===== src/rtl/uart_tx_fifo.sv =====
// UART transmitter with a circular transmit FIFO, runtime baud divisor,
// optional even/odd parity and one or two stop bits. Frames are sent back-to-back.
module uart_tx_fifo #(
  parameter int DATA_W     = 8,
  parameter int FIFO_DEPTH = 16,
  parameter int DIV_W      = 16,
  parameter int CNT_W      = $clog2(FIFO_DEPTH) + 1
) (
  input  logic              clk,
  input  logic              rst,
  input  logic [DIV_W-1:0]  baud_div,
  input  logic [1:0]        parity_mode,
  input  logic              two_stop,
  input  logic [DATA_W-1:0] wr_data,
  input  logic              wr_valid,
  output logic              wr_ready,
  output logic              uart_tx,
  output logic              busy,
  output logic              tx_done,
  output logic [CNT_W-1:0]  fifo_count
);

  localparam int PTR_W = $clog2(FIFO_DEPTH);
  localparam int BIT_W = $clog2(DATA_W);

  typedef enum logic [2:0] {IDLE, START, DATA, PARITY, STOP} state_t;

  logic [DATA_W-1:0] mem_q [FIFO_DEPTH];
  logic [PTR_W-1:0]  wptr_q, rptr_q;
  logic [CNT_W-1:0]  count_q;
  logic              push, pop, empty, full;
  logic [DATA_W-1:0] head;

  assign full  = (count_q == CNT_W'(FIFO_DEPTH));
  assign empty = (count_q == '0);
  assign push  = wr_valid && !full;
  assign head  = mem_q[rptr_q];

  always_ff @(posedge clk) begin
    if (push) mem_q[wptr_q] <= wr_data;
  end

  always_ff @(posedge clk) begin
    if (rst) begin
      wptr_q  <= '0;
      rptr_q  <= '0;
      count_q <= '0;
    end else begin
      if (push) wptr_q <= wptr_q + PTR_W'(1);
      if (pop)  rptr_q <= rptr_q + PTR_W'(1);
      if (push && !pop)      count_q <= count_q + CNT_W'(1);
      else if (pop && !push) count_q <= count_q - CNT_W'(1);
    end
  end

  state_t            state_q, state_d;
  logic [DIV_W-1:0]  cnt_q, cnt_d, div_q, div_d, eff_div;
  logic [BIT_W-1:0]  bit_q, bit_d;
  logic [DATA_W-1:0] shreg_q, shreg_d;
  logic              stop_q, stop_d, two_q, two_d;
  logic              par_en_q, par_en_d, par_bit_q, par_bit_d;
  logic              tx_q, tx_d, busy_q, busy_d, done_q, done_d;
  logic              tick, start_frame;

  assign eff_div = (baud_div > DIV_W'(1)) ? baud_div : DIV_W'(1);
  assign tick    = (cnt_q == div_q - DIV_W'(1));

  always_comb begin
    state_d     = state_q;
    cnt_d       = cnt_q;
    div_d       = div_q;
    bit_d       = bit_q;
    shreg_d     = shreg_q;
    stop_d      = stop_q;
    two_d       = two_q;
    par_en_d    = par_en_q;
    par_bit_d   = par_bit_q;
    tx_d        = tx_q;
    busy_d      = busy_q;
    start_frame = 1'b0;
    unique case (state_q)
      IDLE: begin
        tx_d        = 1'b1;
        busy_d      = 1'b0;
        cnt_d       = '0;
        start_frame = !empty;
      end
      START: begin
        if (tick) begin
          cnt_d   = '0;
          bit_d   = '0;
          state_d = DATA;
          tx_d    = shreg_q[0];
        end else begin
          cnt_d = cnt_q + DIV_W'(1);
        end
      end
      DATA: begin
        if (tick) begin
          cnt_d = '0;
          if (bit_q == BIT_W'(DATA_W - 1)) begin
            if (par_en_q) begin
              state_d = PARITY;
              tx_d    = par_bit_q;
            end else begin
              state_d = STOP;
              stop_d  = 1'b0;
              tx_d    = 1'b1;
            end
          end else begin
            bit_d   = bit_q + BIT_W'(1);
            shreg_d = shreg_q >> 1;
            tx_d    = shreg_q[1];
          end
        end else begin
          cnt_d = cnt_q + DIV_W'(1);
        end
      end
      PARITY: begin
        if (tick) begin
          cnt_d   = '0;
          state_d = STOP;
          stop_d  = 1'b0;
          tx_d    = 1'b1;
        end else begin
          cnt_d = cnt_q + DIV_W'(1);
        end
      end
      STOP: begin
        if (tick) begin
          cnt_d = '0;
          if (two_q && !stop_q) begin
            stop_d = 1'b1;
          end else if (!empty) begin
            start_frame = 1'b1;
          end else begin
            state_d = IDLE;
            busy_d  = 1'b0;
          end
        end else begin
          cnt_d = cnt_q + DIV_W'(1);
        end
      end
      default: state_d = IDLE;
    endcase
    // Frame start is shared by IDLE and a STOP end with data pending: the
    // start bit goes out on the pop edge, so no idle gap appears between frames.
    if (start_frame) begin
      state_d   = START;
      cnt_d     = '0;
      shreg_d   = head;
      div_d     = eff_div;
      two_d     = two_stop;
      par_en_d  = (parity_mode == 2'b01) || (parity_mode == 2'b10);
      par_bit_d = (^head) ^ (parity_mode == 2'b10);
      tx_d      = 1'b0;
      busy_d    = 1'b1;
    end
    pop    = start_frame;
    // Registered pulse lands on the final clk cycle of the last stop bit.
    done_d = (state_d == STOP) && (stop_d == two_d) && (cnt_d == div_d - DIV_W'(1));
  end

  always_ff @(posedge clk) begin
    if (rst) begin
      state_q   <= IDLE;
      cnt_q     <= '0;
      div_q     <= DIV_W'(1);
      bit_q     <= '0;
      shreg_q   <= '0;
      stop_q    <= 1'b0;
      two_q     <= 1'b0;
      par_en_q  <= 1'b0;
      par_bit_q <= 1'b0;
      tx_q      <= 1'b1;
      busy_q    <= 1'b0;
      done_q    <= 1'b0;
    end else begin
      state_q   <= state_d;
      cnt_q     <= cnt_d;
      div_q     <= div_d;
      bit_q     <= bit_d;
      shreg_q   <= shreg_d;
      stop_q    <= stop_d;
      two_q     <= two_d;
      par_en_q  <= par_en_d;
      par_bit_q <= par_bit_d;
      tx_q      <= tx_d;
      busy_q    <= busy_d;
      done_q    <= done_d;
    end
  end

  assign wr_ready   = !full;
  assign uart_tx    = tx_q;
  assign busy       = busy_q;
  assign tx_done    = done_q;
  assign fifo_count = count_q;

endmodule


===== config.mk =====
export PLATFORM = sky130hd
export DESIGN_NAME = uart_tx_fifo
export DESIGN_NICKNAME = d
export VERILOG_FILES = /design/src/rtl/uart_tx_fifo.sv
export SDC_FILE = /design/constraint.sdc
export NUM_CORES = 1
export LEC_CHECK = 0
export ABC_AREA = 1
export CORE_ASPECT_RATIO = 1.2
export CORE_MARGIN = 4
export CORE_UTILIZATION = 33
export CTS_CLUSTER_SIZE = 8
export DETAILED_ROUTE_END_ITERATION = 16
export GPL_TIMING_DRIVEN = 0
export PLACE_DENSITY = 0.45
export REMOVE_ABC_BUFFERS = 1
export SLEW_MARGIN = 40
export SYNTH_ARGS = -nofsm -noshare
export SYNTH_HDL_FRONTEND = slang
export SYNTH_SLANG_ARGS = --single-unit

===== constraint.sdc =====
create_clock -name clk -period 4.4 [get_ports clk]
set_input_delay 0.66 -clock clk [delete_from_list [all_inputs] [get_ports clk]]
set_output_delay 0.66 -clock clk [all_outputs]
set_load 0.005 [all_outputs]

### After elaboration in Yosys (flattened, before gate mapping)

Memories as Yosys holds them, arrays and structs flattened. A register that Yosys moved wholly into a read port is not among the register bits.
Cells that the tools add are included.

* bits of input ports: 30
* memories kept: 1
* output and inout port bits: 9
* RAM bits: 128
* logic and storage cells: 127
* flip-flop bits (word level): 66

* bitwise logic cells: 1
* $add $sub $neg: 8
* multiplexer cells: 53
* reduce and logical (&&, ||, !) cells: 26
* eq/ne operators: 22
* $lt $le $gt $ge: 1

Memory list
* mem_q: depth 16, width 8, rd ports 1, clocked after memory_dff 1, write ports 1, RTL line 28 `logic [DATA_W-1:0] mem_q [FIFO_DEPTH];`

Operators by type and width (number)
* $mux W16: 4
* $mux W3: 12
* $eq A16 B16 Y1: 2
* $mux W8: 4
* $pmux W16 S2: 1
* $sub A16 B1 Y16 const B: 2
* $mux W1: 22
* $ne A3 B3 Y1 const B: 6
* $add A16 B1 Y16 const B: 1
* $gt A16 B1 Y1 const B: 1
* $pmux W3 S5: 1
* $reduce_and A4 Y1: 3
* $mux W5: 2
* $eq A3 B3 Y1 const B: 3
* $add A4 B1 Y4 const B: 2
* $mux W4: 2
* $ne A2 B2 Y1 const B: 4
* $reduce_bool A2 Y1: 4
* $reduce_xor A8 Y1: 1
* $eq A3 B2 Y1 const B: 2
* $logic_and A1 B1 Y1: 6
* $pmux W3 S2: 1
* $add A5 B1 Y5 const B: 1
* $eq A5 B5 Y1 const B: 1
* other kinds (18): 23

### Logic depth before layout (Yosys ltp)

Gate-level depths: netlist (run 1).

* depth in word-level cells: 9
* depth in mapped cells: 29
* mapped depth without buffers: 28

### Worst setup path after synthesis (run 1)

No wires, ideal clock.

* kind: reg2reg
* start point: register div_q[0]
* end point: register count_q[3] (netlist: fifo_count[3])
* cell stages (with the launch flop): 25
* library setup time: 115 ps
* required time: 4285 ps
* path buffers: 1
* setup slack: 1319 ps
* clock period less this slack: 3081 ps
* data arrival time: 2965 ps
* cell sequence: dfxtp_1 > inv_1 > ha_1 > inv_1 > nand2_1 > nand2_1 > nor2_1 > nand2_1 > nor2_1 > nand3_1 > nor2_1 > nand2_1 > nor2_2 > nand3_2 > nand2_4 > buf_6 > inv_2 > ha_1 > inv_1 > ha_1 > a21o_1 > a31oi_1 > xnor2_1 > o21ai_0 > inv_1

* longest elaborated chain between the ends: 7
* elaborated cells between the ends (all ways): 9
* classes of those cells: add/sub: 1; eq/ne: 1; mux: 3; reduce/logical: 4

Ends and longest elaborated chain
* start: declaration: RTL line 57 `logic [DIV_W-1:0] cnt_q, cnt_d, div_q, div_d, eff_div;`
* start signal: assignment: RTL line 181 `div_q <= div_d;`
* $sub A16 B1 Y16 (*): RTL line 66 `assign tick = (cnt_q == div_q - DIV_W'(1));`
* $eq A16 B16 Y1 (*): RTL line 66
* $mux W1 (*): RTL line 130 `if (tick) begin`
* $pmux W1 S2 (*): RTL line 81 `unique case (state_q)`
* $logic_not A1 Y1: RTL line 51 `if (push && !pop) count_q <= count_q + CNT_W'(1);`
* $logic_and A1 B1 Y1: RTL line 51
* $mux W5 / $reduce_bool A2 Y1 (equally long branches)
* end signal: assignment: RTL line 51
* end signal: assignment: RTL line 52 `else if (pop && !push) count_q <= count_q - CNT_W'(1);`
* end: declaration: RTL line 30 `logic [CNT_W-1:0] count_q;`

Mark *: on every way between the ends. The rest lies on a longest branch, timed or not.
A chain may end at the register's enable or synchronous reset.

### Worst setup path after layout (run 1)

* start point: register div_q[0]
* end point: register done_q (netlist: tx_done)

* longest elaborated chain between the ends: 8
* elaborated cells between the ends (all ways): 25
* classes of those cells: add/sub: 2; eq/ne: 4; mux: 17; reduce/logical: 2

Ends and longest elaborated chain
* $sub A16 B1 Y16: RTL line 66
* $eq A16 B16 Y1: RTL line 66
* $mux W1 (tied with other cells): RTL line 130
* $pmux W1 S2 / $pmux W3 S5 (equally long branches): RTL line 81
* $mux W16 (tied with other cells): RTL line 148 `if (start_frame) begin`
* $sub A16 B1 Y16 (tied with other cells): RTL line 161 `done_d = (state_d == STOP) && (stop_d == two_d) && (cnt_d == div_d - DIV_W'(1));`
* $eq A16 B16 Y1 / $logic_and A1 B1 Y1 (equally long branches): RTL line 161
* $logic_and A1 B1 Y1 (*): RTL line 161
* end signal: assignment: RTL line 190 `done_q <= done_d;`
* end: declaration: RTL line 62 `logic tx_q, tx_d, busy_q, busy_d, done_q, done_d;`

Marks and branches as above.

==> qor.yml, run 1 <==
route:
  routed_wl_um: 28300
  drt-initial-drc-count: 420
  drc_errors: 0
  routed_via_density: 4.78
  wire_per_inst_um: 16.7
  ant_nets: 0
  firstDrtPassIters: 5
  num_vias: 8109
worst_setup_path:
  crit_path_frequent_cell: "nand2_1"
  critPathMaxFanout: 12
  critPathTopFamily: "simple AND/OR/NAND/NOR gates"
  crit_required_ns: 4.77
  critical-path-max-stage-delay_ns: 0.35
  crit_slowest_cell: "dfxtp_1"
  cp.arrival_ns: 4.35
  critPathLaunchType: "register"
  cp-end-kind: "register"
  critical_path_buf_inv_count: 2
  path_class: "reg -> reg"
global_route:
  grt_overflow: 0
  grt_max_degree: 46
  grt_pass1_vias: 7894
  grt_antenna_before_repair: 0
  grt_util_met2_pct: 28.8
  grtUsageTotal_pct: 16.3
  use_met1_pct: 20.2
  grtUsageMet3_pct: 2.40
  busiest_layer: "met2"
  grt_first_pass_wirelength_um: 44000
yosys:
  synth_simple_gate_area_share_pct: 23.9
  synth_area_um2: 10500
  synth_top_area_cell: "edfxtp_1"
  synth_compound_area_share_pct: 10.3
  synth_cell_type_count: 46
  ys_ff_latch: 198
  synthFlopType: "edfxtp_1"
  synth_top_cell_area_share_pct: 36.5
  syn_inst: 1256
  synth_edf_count: 128
  synth_top_family_by_area: "simple AND/OR/NAND/NOR gates"
  synthAdderAreaFrac_pct: 1.97
  syn_area_per_cell_um2: 8.38
  yosysSeqAreaShare_pct: 49.8
  yosys_warnings: 0
  synth_xor_area_share_pct: 2.91
  synthMuxAreaShare_pct: 3.04
  synth_area_leaders: "edfxtp_1, dfxtp_1, nand2_1"
  synthArstFlopShare_pct: 0
timing:
  fin_worst_skew_ns: 0.00936
  relSlewSlack_pct: 46.2
  setup-violations-final: 0
  fin_ws_ns: 0.416
  finalMaxSlewViolations: 0
  final-hold-violation-count: 0
  fmax_mhz: 251
  period_share_pct: 90.6
  period_minus_slack_ns: 3.98
  rsz0062_at_grt: "false"
  worstMarginPinSlew_ns: 0.804
clock_tree:
  cts_tree: "done"
  numClockSinks: 198
  clk_path_buf_depth: 2
  cts_root_buffer: "clkbuf_16"
  cts-htree-levels: 4
  numCtsBuffers: 17
  worst_skew_pair.late_latency_ns: 0.44
  clk_pin_slew_ns: 0.08
placement:
  dp_hpwl_um: 20000
  io_buffers: 38
  place_ws_ns: -0.332
  gp_congestion: 0.824
  place_inst: 1655
floorplanning:
  die_h_um: 204
  num_rows: 71
  start_util_pct: 33.5
  dieArea_um2: 34800
  die_w_um: 171
  io_pins: 39
  core_area_um2: 31400
layout:
  drive_gt1_share_pct: 7.50
  n_fill_cell: 3290
  multi_input_area_um2: 4520
  mostFrequentLayoutCells: "nand2_1, inv_1, edfxtp_1, nor2_1, nand3_1"
  final_common_cell: "nand2_1"
  antennaDiodeCount: 0
  final_cells: 1695
  regArea_um2: 5250
  layout.nets: 1327
  area_delta_synth_final_pct: 14.0
run_status:
  status: "finished, final reports clean"
min_path:
  min_path_type: "reg -> reg"
power_and_ir_drop:
  leakagePower_nw: 4.91
  peakVddDrop_v: 0.000264
  p_per_area_nw_per_um2: 625
run:
  maxCapViolations: 0
## report_power, final
part | leakage (nW) | switching (W) | internal [W]
Clock | 0.288 | 0.000748 | 0.000854
Combinational | 2.89 | 0.00226 | 0.00121
Sequential | 1.73 | 0.000245 | 0.00218
Total | 4.91 | 0.00325 | 0.00424
## layer usage
metal	wire length, µm	vias up
li1	-	4224
met2	14200	102
met5	0	-
met1	12800	3750
met3	561	33
met4	759	0
## worst min-delay path, delay by kind of cell, from the launching register on
family	cells	cell delay, ns
flops	1	0.33
compound gates	2	0.12
## logic make-up after synthesis
group	Yosys count
simple gates	570
buf+inv	214
mux	32
xor+xnor	35
compound gates	191
fa+ha+maj	16
flops	198
## synth_stat cells, types with 2 or more instances
| library cell | count |
|---|---|
| a31oi_1 | 6 |
| clkbuf_1 | 30 |
| o21bai_1 | 2 |
| nand2_2 | 14 |
| inv_2 | 2 |
| xor2_1 | 23 |
| a22oi_1 | 2 |
| and3_1 | 3 |
| inv_1 | 167 |
| nor2_4 | 7 |
| o21ai_1 | 2 |
| o21ai_0 | 80 |
| nand3_1 | 86 |
| nor3_1 | 12 |
| mux2i_1 | 32 |
| a21oi_1 | 56 |
| nor2_2 | 9 |
| dfxtp_1 | 70 |
| nand4_1 | 16 |
| xnor2_1 | 12 |
| ha_1 | 15 |
| nor2_1 | 126 |
| buf_4 | 2 |
| buf_2 | 5 |
| buf_1 | 2 |
| edfxtp_1 | 128 |
| buf_6 | 4 |
| nand3b_1 | 9 |
| nand3_2 | 5 |
| a21o_1 | 2 |
| or2_2 | 3 |
| nor4_1 | 3 |
| o211ai_1 | 35 |
| nand2_1 | 274 |
## cell type report
cell class                 count  area share [%]
multi-input combinational    848            37.6
tap                          401            4.18
inverter                     170            5.31
clock buffer                  17            3.54
timing repair buffer          46            4.19
clock inverter                15            1.41
sequential                   198            43.7
## flip-flops by register name, indices dropped and copies added, names as in the netlist, 3 cells and up, named ones only
name and count:
rptr_q 4, bit_q 3, fifo_count 5, state_q 3, div_q 16, mem_q 128
wptr_q 4, shreg_q 8, cnt_q 16
## through the flow
step | power (W) | instance area (µm²) | hold WS [ns] | util (%) | TNS, ns
after global routing | 0.00811 | 12000 | 0.497 | 38.2 | 0
after CTS | 0.00752 | 11900 | 0.475 | 37.9 | 0
final | 0.00750 | 12000 | 0.473 | 38.2 | 0
after detailed placement | 0.00585 | 11300 | 0.463 | 36.0 | -0.711
after floorplan | 0.00484 | 10300 | 0.435 | - | 0
after global placement | 0.00584 | 11200 | 0.458 | 35.6 | -4.34
## final timing paths
check             startpoint      end  slack (ns)  depth (start not counted)
setup reg to reg    div_q[0]  tx_done        0.42                         27
hold / removal       uart_tx  uart_tx        0.47                          2
setup / recovery    div_q[0]  tx_done        0.42                         27
hold reg to reg      uart_tx  uart_tx        0.47                          2
## what timing repair did
action / 4_1_cts / 5_1_grt
pin swaps: 1 / 3
hold buffers: 0 / 0
gates resized for setup: 2 / 2
endpoints found under the setup margin: 3 / 3
buffers inserted: 0 / 4
gates cloned: 1 / 3
Power figures use the tool's default switching activity.
==> run 2, diff against run 1 <==
CTS_CLUSTER_SIZE = 20   (was 8)
==> results of run 2 <==
The final DEF is identical to that of run 1; final timing and power are the same.
